File: config.mk
export PLATFORM = sky130hd
export DESIGN_NAME = trigger_capture
export DESIGN_NICKNAME = d
export VERILOG_FILES = /design/src/rtl/trigger_capture.sv
export SDC_FILE = /design/constraint.sdc
export NUM_CORES = 1
export LEC_CHECK = 0
export BUFFER_PORTS_ARGS = -buffer_cell sky130_fd_sc_hd__buf_2
export CAP_MARGIN = 20
export CORE_UTILIZATION = 35
export CTS_CLUSTER_SIZE = 16
export DETAILED_ROUTE_END_ITERATION = 10
export GPL_TIMING_DRIVEN = 0
export HOLD_SLACK_MARGIN = 0.15
export MAX_ROUTING_LAYER = met4
export PLACE_DENSITY = 0.53
export SETUP_SLACK_MARGIN = 0.5
export SKIP_LAST_GASP = 1
export SYNTH_ARGS = -nofsm -noshare
export SYNTH_HDL_FRONTEND = slang
export SYNTH_SLANG_ARGS = --single-unit
File: constraint.sdc
create_clock -name clock -period 2.75 [get_ports clock]
set_input_delay 0.4125 -clock clock [delete_from_list [all_inputs] [get_ports clock]]
set_output_delay 0.4125 -clock clock [all_outputs]
set_load 0.005 [all_outputs]
File: src/rtl/trigger_capture.sv
// trigger_capture: oscilloscope-style trigger and frame capture into a RAM.
//
// Waits for an edge crossing of trig_level on the ADC stream, or a timeout in
// auto mode. It then writes a frame of N samples (200 or 400) to RAM addresses
// 0..N-1 and pulses frame_done once the frame is complete.
//
// Ports
//   clock        sole clock, posedge
//   rst_n        synchronous active-low reset
//   adc_data     8-bit unsigned ADC sample, qualified by adc_valid
//   adc_valid    one-cycle strobe per sample
//   sample_type  1 = 400-point frame, 0 = 200-point frame (latched on arm)
//   trig_level   trigger threshold
//   trig_slope   1 = rising, 0 = falling
//   trig_auto    1 = timeout after AUTO_TIMEOUT samples forces a trigger
//   arm          start a capture (honoured only in IDLE)
//   abort        cancel the capture; back to IDLE next cycle
//   ram_wr_en    RAM write strobe
//   ram_wr_addr  RAM write address
//   ram_wr_data  RAM write data
//   frame_done   one-cycle pulse after the last sample of a frame is written
//   busy         high whenever not IDLE
//   auto_trig    frame was started by timeout (held until the next arm)
module trigger_capture #(
  parameter logic [15:0] AUTO_TIMEOUT = 16'd50000
) (
  input  logic       clock,
  input  logic       rst_n,
  input  logic [7:0] adc_data,
  input  logic       adc_valid,
  input  logic       sample_type,
  input  logic [7:0] trig_level,
  input  logic       trig_slope,
  input  logic       trig_auto,
  input  logic       arm,
  input  logic       abort,
  output logic       ram_wr_en,
  output logic [8:0] ram_wr_addr,
  output logic [7:0] ram_wr_data,
  output logic       frame_done,
  output logic       busy,
  output logic       auto_trig
);

  typedef enum logic [1:0] {IDLE, WAIT_TRIG, CAPTURE, DONE} state_t;

  state_t      state;
  logic [8:0]  last_addr;
  logic [7:0]  prev;
  logic        prev_valid;
  logic [15:0] timeout_cnt;
  logic        edge_hit;
  logic        timeout_hit;

  always_comb begin
    edge_hit = 1'b0;
    if (prev_valid) begin
      if (trig_slope)
        edge_hit = (prev < trig_level) && (adc_data >= trig_level);
      else
        edge_hit = (prev > trig_level) && (adc_data <= trig_level);
    end
    timeout_hit = trig_auto && (timeout_cnt == AUTO_TIMEOUT - 16'd1);
  end

  always_ff @(posedge clock) begin
    if (!rst_n) begin
      state       <= IDLE;
      ram_wr_en   <= 1'b0;
      ram_wr_addr <= '0;
      ram_wr_data <= '0;
      frame_done  <= 1'b0;
      busy        <= 1'b0;
      auto_trig   <= 1'b0;
      last_addr   <= '0;
      prev        <= '0;
      prev_valid  <= 1'b0;
      timeout_cnt <= '0;
    end else begin
      ram_wr_en  <= 1'b0;
      frame_done <= 1'b0;
      if (abort) begin
        state <= IDLE;
        busy  <= 1'b0;
      end else begin
        case (state)
          IDLE: begin
            if (arm) begin
              state       <= WAIT_TRIG;
              busy        <= 1'b1;
              last_addr   <= sample_type ? 9'd399 : 9'd199;
              prev_valid  <= 1'b0;
              timeout_cnt <= '0;
              auto_trig   <= 1'b0;
            end
          end
          WAIT_TRIG: begin
            if (adc_valid) begin
              prev       <= adc_data;
              prev_valid <= 1'b1;
              if (timeout_cnt != '1)
                timeout_cnt <= timeout_cnt + 16'd1;
              // An edge in the same cycle as the timeout wins, so auto_trig
              // only reports frames that were genuinely forced.
              if (edge_hit || timeout_hit) begin
                ram_wr_en   <= 1'b1;
                ram_wr_addr <= '0;
                ram_wr_data <= adc_data;
                auto_trig   <= !edge_hit;
                state       <= CAPTURE;
              end
            end
          end
          CAPTURE: begin
            if (adc_valid) begin
              ram_wr_en   <= 1'b1;
              ram_wr_addr <= ram_wr_addr + 9'd1;
              ram_wr_data <= adc_data;
              if (ram_wr_addr + 9'd1 == last_addr)
                state <= DONE;
            end
          end
          DONE: begin
            frame_done <= 1'b1;
            busy       <= 1'b0;
            state      <= IDLE;
          end
          default: state <= IDLE;
        endcase
      end
    end
  end

endmodule

==> results of run 1 <==
[metal layers]
metal  part of all wire, %  vias to the layer above  track usage [%]
li1                      -                     1448                -
met1                    48                     1379            23.06
met2                    49                       32            30.26
met3                   2.5                        4            2.582
met4                  0.60                        0            3.922
met5                     0                        -                -
[cells by family after synthesis]
| kind of cell | Yosys count | synth area share (%) |
|---|---|---|
| mux | 21 | 6.742 |
| xor+xnor | 20 | 5.618 |
| compound gates | 66 | 16.49 |
| flops | 51 | 32.74 |
| simple gates | 157 | 25.28 |
| fa+ha+maj | 22 | 8.828 |
| buf+inv | 33 | 4.293 |
[registers in the layout, summed over array words and instances, names as in the netlist]
| signal | flops |
|---|---|
| timeout_cnt | 16 |
| ram_wr_addr | 9 |
| prev | 8 |
| ram_wr_data | 8 |
| last_addr | 3 |
| state | 2 |
| auto_trig | 1 |
| busy | 1 |
| frame_done | 1 |
| prev_valid | 1 |
| ram_wr_en | 1 |
[per-stage QoR]
stage	hold WS (ns)	setup WS [ns]	instances	util (%)	total power, uW
3_5_place_dp	0.4471	0.1431	521	40.37	1009
3_3_place_gp	0.4439	0.1573	521	40.37	1007
6_report	0.3595	0.5567	544	46.29	1493
5_1_grt	0.3726	0.4539	544	46.29	1565
2_1_floorplan	0.4511	0.4636	370	-	934.2
4_1_cts	0.3557	0.5044	537	42.69	1463
[synthesized netlist by cell type (2+ instances only)]
cell and number:
sky130_fd_sc_hd__or2_2 2, sky130_fd_sc_hd__o2111ai_1 2, sky130_fd_sc_hd__nand4b_1 2, sky130_fd_sc_hd__xnor2_1 7, sky130_fd_sc_hd__mux2i_1 21, sky130_fd_sc_hd__o21ai_0 10, sky130_fd_sc_hd__ha_1 22, sky130_fd_sc_hd__clkbuf_1 9
sky130_fd_sc_hd__a21oi_1 13, sky130_fd_sc_hd__a211oi_1 3, sky130_fd_sc_hd__o211ai_1 8, sky130_fd_sc_hd__a21o_1 2, sky130_fd_sc_hd__nand2b_1 4, sky130_fd_sc_hd__inv_1 20, sky130_fd_sc_hd__o21a_1 2, sky130_fd_sc_hd__nand2_1 48
sky130_fd_sc_hd__and3_1 4, sky130_fd_sc_hd__a31oi_1 2, sky130_fd_sc_hd__nor3_1 2, sky130_fd_sc_hd__xor2_1 13, sky130_fd_sc_hd__nor2b_1 7, sky130_fd_sc_hd__dfxtp_1 51, sky130_fd_sc_hd__o22a_1 2, sky130_fd_sc_hd__o311ai_1 2
sky130_fd_sc_hd__o31ai_1 3, sky130_fd_sc_hd__and4_1 3, sky130_fd_sc_hd__buf_2 2, sky130_fd_sc_hd__nor2_1 43, sky130_fd_sc_hd__o22ai_1 2, sky130_fd_sc_hd__or3_1 6, sky130_fd_sc_hd__nand3_1 14, sky130_fd_sc_hd__nor4_1 3
sky130_fd_sc_hd__o31a_1 2, sky130_fd_sc_hd__nand4_1 12
[critical path: cells and delay by family (launching register included)]
family	cells	cell delay (ns)
AOI/OAI and AO/OA	3	0.80
and+or+nand+nor	3	0.60
DFF	1	0.36
adders and majority gates	1	0.20
buffers and inverters	1	0.15
[repair_timing]
action,in CTS,in global routing
pin swaps,6,22
resized for setup,17,53
setup endpoints to repair,30,33
buffers inserted,8,6
cloned,0,1
[how the worst min path moves through the flow]
stage / cells after the start / to / slack (ns)
2_1_floorplan: 2 / ram_wr_data[0]$_SDFFE_PN0P_ / 0.45
3_3_place_gp: 2 / ram_wr_data[2]$_SDFFE_PN0P_ / 0.44
3_5_place_dp: 2 / ram_wr_data[5]$_SDFFE_PN0P_ / 0.45
4_1_cts: 3 / last_addr[3]$_SDFFE_PN0P_ / 0.36
5_1_grt: 3 / last_addr[3]$_SDFFE_PN0P_ / 0.37
6_report: 3 / last_addr[3]$_SDFFE_PN0P_ / 0.36
[cell type report]
class                           instances  area, um^2  share of cell area (%)
Timing Repair Buffer                   58       339.1                   8.440
Buffer                                 12       62.56                   1.557
Multi-Input combinational cell        286        2267                   56.43
Inverter                               21       81.33                   2.024
Clock buffer                            6       72.57                   1.806
Sequential cell                        51        1047                   26.07
Tap cell                              108       135.1                   3.363
Clock inverter                          2       12.51                  0.3114
[where the power goes]
part           switching [uW]  total [uW]  internal, uW
registers                12.8         762           749
logic                     161         287           126
clock network             266         445           179
==> impl_summary.txt, run 1 <==
----------------------------------------------------
[Synth]
  Area of the mapped netlist ... 0.003118 mm^2
  Mean Syn Cell Area ... 8.427 um^2
  Yosys Warn Count ... 0
  Number of enable flip-flop cells after synthesis ... 0
  Number of register bits inferred by synthesis ... 51
  Cell type with the highest aggregate area in the netlist ... sky130_fd_sc_hd__dfxtp_1
  Post-Synthesis Net Count ... 416
  Share of the synthesized area in the top cell type ... 32.74%
  Cell types occupying the most area after synthesis ... sky130_fd_sc_hd__dfxtp_1 (33%), sky130_fd_sc_hd__ha_1 (8.8%), sky130_fd_sc_hd__mux2i_1 (6.7%)
  Proportion of synthesized flip-flops having asynchronous set or reset ... 0%
  Distinct cell type count after synthesis ... 56
  Portion of the post-synthesis area used by sequential elements ... 32.74%
  Cell count after synthesis ... 370
  Predominant post-synthesis flop cell ... sky130_fd_sc_hd__dfxtp_1

[Power and ir drop]
  Maximum VDD drop ... 214.8 uV
  Leakage ... 0.001550 uW
  Power density relative to cell area ... 371.7 mW/mm^2

[Final layout]
  Most frequent cells in the layout ... sky130_fd_sc_hd__nand2_1 (47), sky130_fd_sc_hd__buf_2 (44), sky130_fd_sc_hd__nor2_1 (41)
  Diodes inserted ... 0
  Number of filler cells placed in the layout ... 900
  Number of nets in the finished design ... 481
  Area added between synthesis and finish ... 28.85%
  Share of cells above drive strength 1 ... 30.28%
  Cell area after layout ... 0.004018 mm^2
  Most frequent standard cell in the layout excluding fill and tap cells ... sky130_fd_sc_hd__nand2_1

[Global route]
  Pin count of the biggest net entering global routing ... 16
  First-pass GRT wire length ... 12.52 mm
  Vias in the first global route ... 2601
  Total routing resource utilization after global routing ... 18.03%
  Antenna violations before repair ... 0
  Grt total ovfl ... 0

[Route]
  Iter 0 DRT Violations ... 71
  First drt pass iteration count ... 4
  Final antenna-violating net count ... 0
  Avg WL per Cell ... 14.93 um
  DRC violations left ... 0
  Total Routed Length ... 8.121 mm
  Total via count after detailed routing ... 2863
  Vias per cell ... 5.263

[Setup path]
  Setup slack of the worst register-to-register path ... 0.56 ns
  Capture point of the worst reg-to-reg path ... ram_wr_addr[6]$_SDFFE_PN0P_
  Worst setup startpoint ... prev[6]$_SDFFE_PN0P_
  Data required time at the worst endpoint ... 2.98 ns
  Arr. time, crit path ... 2.42 ns
  Category of the worst setup path capture point ... flop
  Startpoint type of the worst setup path ... flop
  Crit path to ... ram_wr_addr[6]$_SDFFE_PN0P_
  Slowest cell on the critical path ... sky130_fd_sc_hd__o311ai_4
  Worst flop-to-flop path startpoint ... prev[6]$_SDFFE_PN0P_
  FF-to-FF path depth ... 8
  Highest fanout seen on the critical path ... 7
  Stage delay of the slowest cell on the critical path ... 0.39 ns
  Chain of cells forming the critical path ... ha_4 > nand4_1 > nor2_2 > or3_4 > buf_4 > o311ai_4 > o211ai_1 > o31ai_1
  Critical path type ... flop to flop

[Floorplan]
  Number of standard-cell rows in the floorplan ... 34
  Die height ... 96.39 um
  Starting density of the core ... 35.93%
  Die footprint ... 0.009290 mm^2
  Core area ... 0.008678 mm^2
  Horizontal die dimension ... 96.39 um
  Num ports ... 45

[Timing]
  Post-route fraction of the period consumed by the critical path ... 79.76%
  Setup violators final ... 0
  Worst Tran Pin Value ... 0.5658 ns
  Total negative slack for setup checks ... 0 ns
  Total count of hold-check failures in the final report ... 0
  Post-layout minimum cycle time ... 2.193 ns
  Max-slew violations ... 0
  Unrepaired setup endpoints after global routing ... yes
  Clock skew after layout ... 0.003673 ns
  Worst rel slew slack ... 62.28%
  Achievable Freq ... 0.4559 GHz

[Placement]
  GPL Wtd Cong ... 0.8305
  Number of buffers inserted by port buffering ... 43
  Detailed-placement wirelength estimate ... 5.793 mm
  Area post-placement ... 0.003503 mm^2

[Min path]
  Hold Path Class ... primary input to flop
  Hold Startpoint ... sample_type

[CTS]
  Clk Latency, worst-skew pair ... 0.31 ns
  Clock transition at the registers of the reported paths ... 0.10 ns
  Clock buffers created by TritonCTS ... 5
  Num Clock Sinks ... 51
  # H-tree levels ... 2
  Clock tree root buffer cell ... sky130_fd_sc_hd__clkbuf_8
  Maximum buffer depth of the clock tree ... 2
  Number of buffers inserted by hold repair at cts ... 0
  CTS tree ... yes

[Status]
  Run status ... finished, final reports clean

[Run]
  Maxcap violations ... 0

----------------------------------------------------
(Power assumes the default switching activity.)
==> run 2, diff against run 1 <==
--- a/config.mk
+++ b/config.mk
@@ -5,6 +5,7 @@
 export SDC_FILE = /design/constraint.sdc
 export NUM_CORES = 1
 export LEC_CHECK = 0
+export ABC_AREA = 1
 export BUFFER_PORTS_ARGS = -buffer_cell sky130_fd_sc_hd__buf_2
 export CAP_MARGIN = 20
 export CORE_UTILIZATION = 35
==> constraint.sdc (replaced) <==
create_clock -name clock -period 2.2 [get_ports clock]
set_input_delay 0.33 -clock clock [delete_from_list [all_inputs] [get_ports clock]]
set_output_delay 0.33 -clock clock [all_outputs]
set_load 0.005 [all_outputs]
==> run 2 against run 1 <==
  * The flow now finishes with violations (design-rule violations)
  * Synthesized cell count rose by 29%
  * Global-route usage up 0.48 points
  * Critical path depth grew 7
  * Clock power up 48%
  * Wire length is 4.2% higher
  * Sequential power increased by 35%
  * Combinational power rose to 2.6 times the previous value
  * Critical path type unchanged
  * Largest cell class unchanged
  * Largest power group unchanged
==> impl_summary.txt, run 2 <==
----------------------------------------------------
[Status]
  Run status ... finished, violations left
  Violated checks ... design-rule violations

[Synth]
  Leading post-synthesis cells by instance count ... sky130_fd_sc_hd__nand2_1 (123), sky130_fd_sc_hd__nor2_1 (61), sky130_fd_sc_hd__inv_1 (58), sky130_fd_sc_hd__dfxtp_1 (51), sky130_fd_sc_hd__a21oi_1 (45)
  Distinct cell type count after synthesis ... 37
  Number of register bits inferred by synthesis ... 51
  Portion of the post-synthesis area used by sequential elements ... 31.83%
  Area of the mapped netlist ... 0.003208 mm^2
  Predominant post-synthesis flop cell ... sky130_fd_sc_hd__dfxtp_1
  Number of enable flip-flop cells after synthesis ... 0
  Post-Synthesis Net Count ... 524
  Proportion of synthesized flip-flops having asynchronous set or reset ... 0%
  Cell count after synthesis ... 478
  Cell type with the highest aggregate area in the netlist ... sky130_fd_sc_hd__dfxtp_1
  Cell types occupying the most area after synthesis ... sky130_fd_sc_hd__dfxtp_1 (32%), sky130_fd_sc_hd__nand2_1 (14%), sky130_fd_sc_hd__ha_1 (8.6%)
  Yosys Warn Count ... 0
  Mean Syn Cell Area ... 6.711 um^2
  Cell with the most instances after synthesis ... sky130_fd_sc_hd__nand2_1
  Share of the synthesized area in the top cell type ... 31.83%

[Final layout]
  Diodes inserted ... 0
  Multi-input gate area in the final layout ... 0.002268 mm^2
  Number of nets in the finished design ... 597
  Cell area after layout ... 0.004377 mm^2
  Register name with the most flops ... timeout_cnt
  Most frequent cells in the layout ... sky130_fd_sc_hd__nand2_1 (104), sky130_fd_sc_hd__inv_1 (47), sky130_fd_sc_hd__nor2_1 (47)
  Post-route insts no fill ... 659
  Most frequent standard cell in the layout excluding fill and tap cells ... sky130_fd_sc_hd__nand2_1
  Regs by FF count ... timeout_cnt (16), ram_wr_addr (9)
  Area added between synthesis and finish ... 36.43%
  Number of filler cells placed in the layout ... 862
  Max reg flops ... 16
  Share of cells above drive strength 1 ... 36.12%
  Reg area ... 0.001050 mm^2

[Global route]
  First-pass GRT wire length ... 13.93 mm
  Pin count of the biggest net entering global routing ... 16
  Grt total ovfl ... 0
  Vias in the first global route ... 3003
  Total routing resource utilization after global routing ... 18.51%
  Antenna violations before repair ... 0

[CTS]
  Clock tree root buffer cell ... sky130_fd_sc_hd__clkbuf_8
  CTS tree ... yes
  Maximum buffer depth of the clock tree ... 2
  Num Clock Sinks ... 51
  Clock transition at the registers of the reported paths ... 0.10 ns
  # H-tree levels ... 2
  Clock buffers created by TritonCTS ... 5
  Clk Latency, worst-skew pair ... 0.31 ns

[Floorplan]
  Horizontal die dimension ... 97.74 um
  Core area ... 0.008806 mm^2
  Die height ... 97.74 um
  Starting density of the core ... 36.43%
  Number of standard-cell rows in the floorplan ... 34
  Die footprint ... 0.009553 mm^2
  Num ports ... 45

[Run]
  Maxcap violations ... 0

[Placement]
  GPL Wtd Cong ... 0.8775
  Number of buffers inserted by port buffering ... 44
  Number of placed instances with taps included ... 630
  Area post-placement ... 0.003764 mm^2
  Pre-CTS setup slack ... 0.04205 ns
  Detailed-placement wirelength estimate ... 6.117 mm

[Setup path]
  Setup slack of the worst register-to-register path ... 0.33 ns
  Arr. time, crit path ... 2.08 ns
  Chain of cells forming the critical path ... ha_4 > nand2_2 > inv_2 > nand3_1 > nor3_2 > a21oi_2 > nand2_1 > nand2_2 > nand3_4 > nand3_4 > nand2_8 > buf_8 > nand2_4 > nand2_2 > nor2_2
  Highest fanout seen on the critical path ... 5
  Crit path top cell by count ... sky130_fd_sc_hd__nand2_2
  Category of the worst setup path capture point ... flop
  Worst setup startpoint ... prev[3]$_SDFFE_PN0P_
  Startpoint type of the worst setup path ... flop
  Capture point of the worst reg-to-reg path ... ram_wr_addr[1]$_SDFFE_PN0P_
  Slowest cell on the critical path ... sky130_fd_sc_hd__dfxtp_2
  Stage delay of the slowest cell on the critical path ... 0.35 ns
  Worst flop-to-flop path startpoint ... prev[3]$_SDFFE_PN0P_
  FF-to-FF path depth ... 15
  Data required time at the worst endpoint ... 2.41 ns
  Critical path type ... flop to flop
  Crit path to ... ram_wr_addr[1]$_SDFFE_PN0P_

[Route]
  First drt pass iteration count ... 7
  DRC violations left ... 7
  Final antenna-violating net count ... 0
  Vias per cell ... 4.821
  Total Routed Length ... 8.462 mm
  Total via count after detailed routing ... 3177
  Iter 0 DRT Violations ... 106
  Avg WL per Cell ... 12.84 um

[Timing]
  Max-slew violations ... 0
  Clock skew after layout ... 0.006114 ns
  Post-route fraction of the period consumed by the critical path ... 84.82%
  Min Hold Slack ... 0.3056 ns
  Achievable Freq ... 0.5359 GHz
  Worst Tran Pin Value ... 0.4685 ns
  Total count of hold-check failures in the final report ... 0
  Total negative slack for setup checks ... 0 ns
  Setup violators final ... 0
  Post-layout minimum cycle time ... 1.866 ns
  Unrepaired setup endpoints after global routing ... yes
  Worst rel slew slack ... 68.77%
  Final worst setup slack ... 0.3341 ns

[Min path]
  Hold Path Class ... primary input to flop

[Power and ir drop]
  Leakage ... 0.001930 uW
  Power density relative to cell area ... 556.9 mW/mm^2
  Maximum VDD drop ... 255.8 uV

----------------------------------------------------
-- run 2: worst min-delay path by stage --
stage,start,to,slack (ns),cells past startpoint
after global placement,ram_wr_data[5]$_SDFFE_PN0P_,ram_wr_data[5]$_SDFFE_PN0P_,0.47,2
after CTS,sample_type,last_addr[6]$_SDFFE_PN0P_,0.29,4
final,sample_type,last_addr[6]$_SDFFE_PN0P_,0.31,4
after detailed placement,ram_wr_data[6]$_SDFFE_PN0P_,ram_wr_data[6]$_SDFFE_PN0P_,0.46,2
after global routing,adc_data[7],prev[7]$_SDFFE_PN0P_,0.31,3
after floorplan,last_addr[6]$_SDFFE_PN0P_,last_addr[6]$_SDFFE_PN0P_,0.44,2
-- run 2: cell type report --
type	count	share of cell area, %
clock inverter	2	0.8576
multi-input combinational	351	51.83
tap	108	3.087
timing repair buffer	66	9.834
buffer	11	2.344
inverter	65	6.489
sequential	51	23.99
clock buffer	5	1.572
-- run 2: power breakdown --
part / internal, uW / switching, uW
Combinational: 335 / 416
Clock: 333 / 326
Sequential: 978 / 49.2
-- run 2: repair_timing --
action	4_1_cts	5_1_grt
resized for setup	30	63
cloned	0	1
hold buffers	0	0
setup buffers	13	8
pin swaps	10	19
endpoints found under the setup margin	44	39
-- run 2: critical path, delay by kind of cell (launching register included) --
| kind | cells | cell delay [ns] |
|---|---|---|
| and+or+nand+nor | 11 | 0.93 |
| AOI/OAI and AO/OA | 1 | 0.05 |
| DFF | 1 | 0.35 |
| adders and majority gates | 1 | 0.26 |
| buffers and inverters | 2 | 0.19 |
-- run 2: through the flow --
step	power [uW]	util, %
final	2438	49.70
after global routing	2596	49.70
after CTS	2361	46.41
after detailed placement	1621	42.74
after global placement	1612	42.74
after floorplan	1446	-
-- run 2: cell families after synthesis --
group / Yosys count / synth area share [%]
buffers and inverters: 76 / 10.02
flip-flops: 51 / 31.83
AO/OA/AOI/OAI: 69 / 11.66
XOR/XNOR: 4 / 1.092
AND/OR/NAND/NOR: 256 / 36.82
adder cells (fa/ha/maj): 22 / 8.580
-- run 2: routing by layer --
layer	vias to the layer above	global-route usage, %	part of all wire, %
met4	0	4.196	0.60
met2	54	31.42	49
met5	-	-	0
met1	1444	23.13	47
met3	6	2.935	3.5
li1	1673	-	-
==> run 3, diff against run 2 <==
==> constraint.sdc (replaced) <==
create_clock -name clock -period 1.8 [get_ports clock]
set_input_delay 0.27 -clock clock [delete_from_list [all_inputs] [get_ports clock]]
set_output_delay 0.27 -clock clock [all_outputs]
set_load 0.005 [all_outputs]
==> run 3 against run 2 <==
  * The run ends with design-rule violations, negative setup slack left
  * Design area rose by 5.5%
  * Hold slack got worse by 0.080 ns
  * Power rose by 27%
  * Register-to-register slack got worse by 0.44 ns
  * Count of clock-buffer cells in the layout did not move
  * Critical path depth fell by 2
  * Final cell count rose by 1.7%
  * Die area did not move
==> impl_summary.txt, run 3 (same netlist as run 2, synthesis figures left out) <==
----------------------------------------------------
[Route]
  First drt pass iteration count ... 7
  DRC violations left ... 6
  Total via count after detailed routing ... 3253
  Avg WL per Cell ... 12.50 um
  Vias per cell ... 4.855
  Final antenna-violating net count ... 0
  Iter 0 DRT Violations ... 88
  Total Routed Length ... 8.376 mm

[Timing]
  Post-layout minimum cycle time ... 1.906 ns
  Min Hold Slack ... 0.2257 ns
  Max-slew violations ... 0
  Post-route fraction of the period consumed by the critical path ... 105.9%
  Achievable Freq ... 0.5245 GHz
  Clock skew after layout ... 0.01927 ns
  Unrepaired setup endpoints after global routing ... yes
  Final worst setup slack ... -0.1065 ns
  Worst rel slew slack ... 65.32%
  Worst Tran Pin Value ... 0.5202 ns
  Total count of hold-check failures in the final report ... 0
  Setup violators final ... 20
  Total negative slack for setup checks ... -1.258 ns

[Placement]
  GPL Wtd Cong ... 0.8701
  Detailed-placement wirelength estimate ... 5.941 mm
  Pre-CTS setup slack ... -0.2422 ns
  Number of buffers inserted by port buffering ... 44
  Number of placed instances with taps included ... 630

[Final layout]
  Share of cells above drive strength 1 ... 41.10%
  Max reg flops ... 16
  Register name with the most flops ... timeout_cnt
  Post-route insts no fill ... 670
  Multi-input gate area in the final layout ... 0.002331 mm^2
  Area added between synthesis and finish ... 43.95%
  Number of filler cells placed in the layout ... 889
  Most frequent cells in the layout ... sky130_fd_sc_hd__nand2_1 (104), sky130_fd_sc_hd__inv_1 (50), sky130_fd_sc_hd__nor2_1 (50)
  Diodes inserted ... 0
  Finished Core Util ... 52.44%
  Number of nets in the finished design ... 607
  Most frequent standard cell in the layout excluding fill and tap cells ... sky130_fd_sc_hd__nand2_1
  Regs by FF count ... timeout_cnt (16), ram_wr_addr (9)
  Reg area ... 0.001051 mm^2

[CTS]
  # H-tree levels ... 2
  Number of buffers inserted by hold repair at cts ... 0
  CTS tree ... yes
  Num Clock Sinks ... 51
  Clk Latency, worst-skew pair ... 0.31 ns
  Maximum buffer depth of the clock tree ... 2
  Clock buffers created by TritonCTS ... 5
  Clock transition at the registers of the reported paths ... 0.11 ns
  Clock tree root buffer cell ... sky130_fd_sc_hd__clkbuf_8

[Power and ir drop]
  Maximum VDD drop ... 454.5 uV
  Leakage ... 0.002072 uW
  Power density relative to cell area ... 671.3 mW/mm^2

[Setup path]
  Worst setup startpoint ... prev[6]$_SDFFE_PN0P_
  Category of the worst setup path capture point ... flop
  Critical path type ... flop to flop
  Arr. time, crit path ... 2.13 ns
  Startpoint type of the worst setup path ... flop
  FF-to-FF path depth ... 13
  Setup slack of the worst register-to-register path ... -0.11 ns
  Worst flop-to-flop path startpoint ... prev[6]$_SDFFE_PN0P_
  Highest fanout seen on the critical path ... 5
  Data required time at the worst endpoint ... 2.02 ns

[Floorplan]
  Horizontal die dimension ... 97.74 um
  Num ports ... 45
  Die height ... 97.74 um
  Core area ... 0.008806 mm^2
  Starting density of the core ... 36.43%
  Die footprint ... 0.009553 mm^2
  Number of standard-cell rows in the floorplan ... 34

[Global route]
  Total routing resource utilization after global routing ... 18.47%
  First-pass GRT wire length ... 14.11 mm
  Pin count of the biggest net entering global routing ... 18
  Vias in the first global route ... 3027
  Antenna violations before repair ... 0
  Grt total ovfl ... 0

[Min path]
  Hold Path Stages ... 3
  Hold Startpoint ... adc_data[6]
  Hold Path Class ... primary input to flop

[Run]
  Maxcap violations ... 0

[Status]
  Violated checks ... design-rule violations, negative setup slack
  Run status ... finished, violations left

----------------------------------------------------
==> run 3: cell types whose count changed in the layout (fill, tap and decap cells not counted), moves of 8 or more <==
cell and change:
sky130_fd_sc_hd__buf_6 +8, sky130_fd_sc_hd__nand3_2 +8, sky130_fd_sc_hd__a21oi_1 -15, sky130_fd_sc_hd__o21ai_0 -9
sky130_fd_sc_hd__nand3_1 -8, sky130_fd_sc_hd__a21oi_2 +14
==> run 3: worst paths after layout <==
check | endpoint
setup / recovery | ram_wr_data[3]$_SDFFE_PN0P_
hold / removal | prev[6]$_SDFFE_PN0P_
setup reg to reg | ram_wr_data[3]$_SDFFE_PN0P_
hold reg to reg | ram_wr_data[2]$_SDFFE_PN0P_
==> run 3: what timing repair did <==
item | CTS | global route
gates cloned | 3 | 1
buffers inserted | 22 | 6
pin swaps | 37 | 31
setup endpoints to repair | 48 | 48
gates resized for setup | 81 | 57
==> run 3: report_power, final <==
group	internal, uW	total (uW)	switching [uW]
clock network	420	825	406
logic	482	1020	538
registers	1190	1260	60.9
total	2100	3100	1000
==> run 3: layout make-up <==
class / count / area share [%]
Sequential cell: 51 / 22.76
Tap cell: 108 / 2.926
Multi-Input combinational cell: 351 / 50.47
Clock inverter: 3 / 1.002
Inverter: 65 / 5.662
Buffer: 11 / 2.628
Clock buffer: 5 / 1.490
Timing Repair Buffer: 76 / 13.06
==> run 3: through the flow <==
stage	power [uW]	cell area (um^2)
after floorplan	1768	3351
after global placement	1955	3706
after detailed placement	1965	3706
after CTS	3044	4373
after global routing	3294	4618
final	3100	4618
==> run 3: critical path: stages, from the launching register on <==
cell                        delay (ns)
sky130_fd_sc_hd__dfxtp_2          0.36
sky130_fd_sc_hd__ha_4             0.27
sky130_fd_sc_hd__nand2_4          0.07
sky130_fd_sc_hd__nor2_2           0.12
sky130_fd_sc_hd__nand2_2          0.06
sky130_fd_sc_hd__and2_1           0.14
sky130_fd_sc_hd__nand2_1          0.06
sky130_fd_sc_hd__nand2_2          0.07
sky130_fd_sc_hd__nand3_4          0.07
sky130_fd_sc_hd__nand3_4          0.11
sky130_fd_sc_hd__buf_6            0.16
sky130_fd_sc_hd__clkbuf_16        0.15
sky130_fd_sc_hd__a21oi_2          0.12
sky130_fd_sc_hd__nor2_1           0.05
==> run 3: layer usage <==
layer	wire length (um)	global-route usage (%)
met1	4060	24.20
met2	4016	30.82
met3	247	2.577
met4	51	2.797
met5	0	-
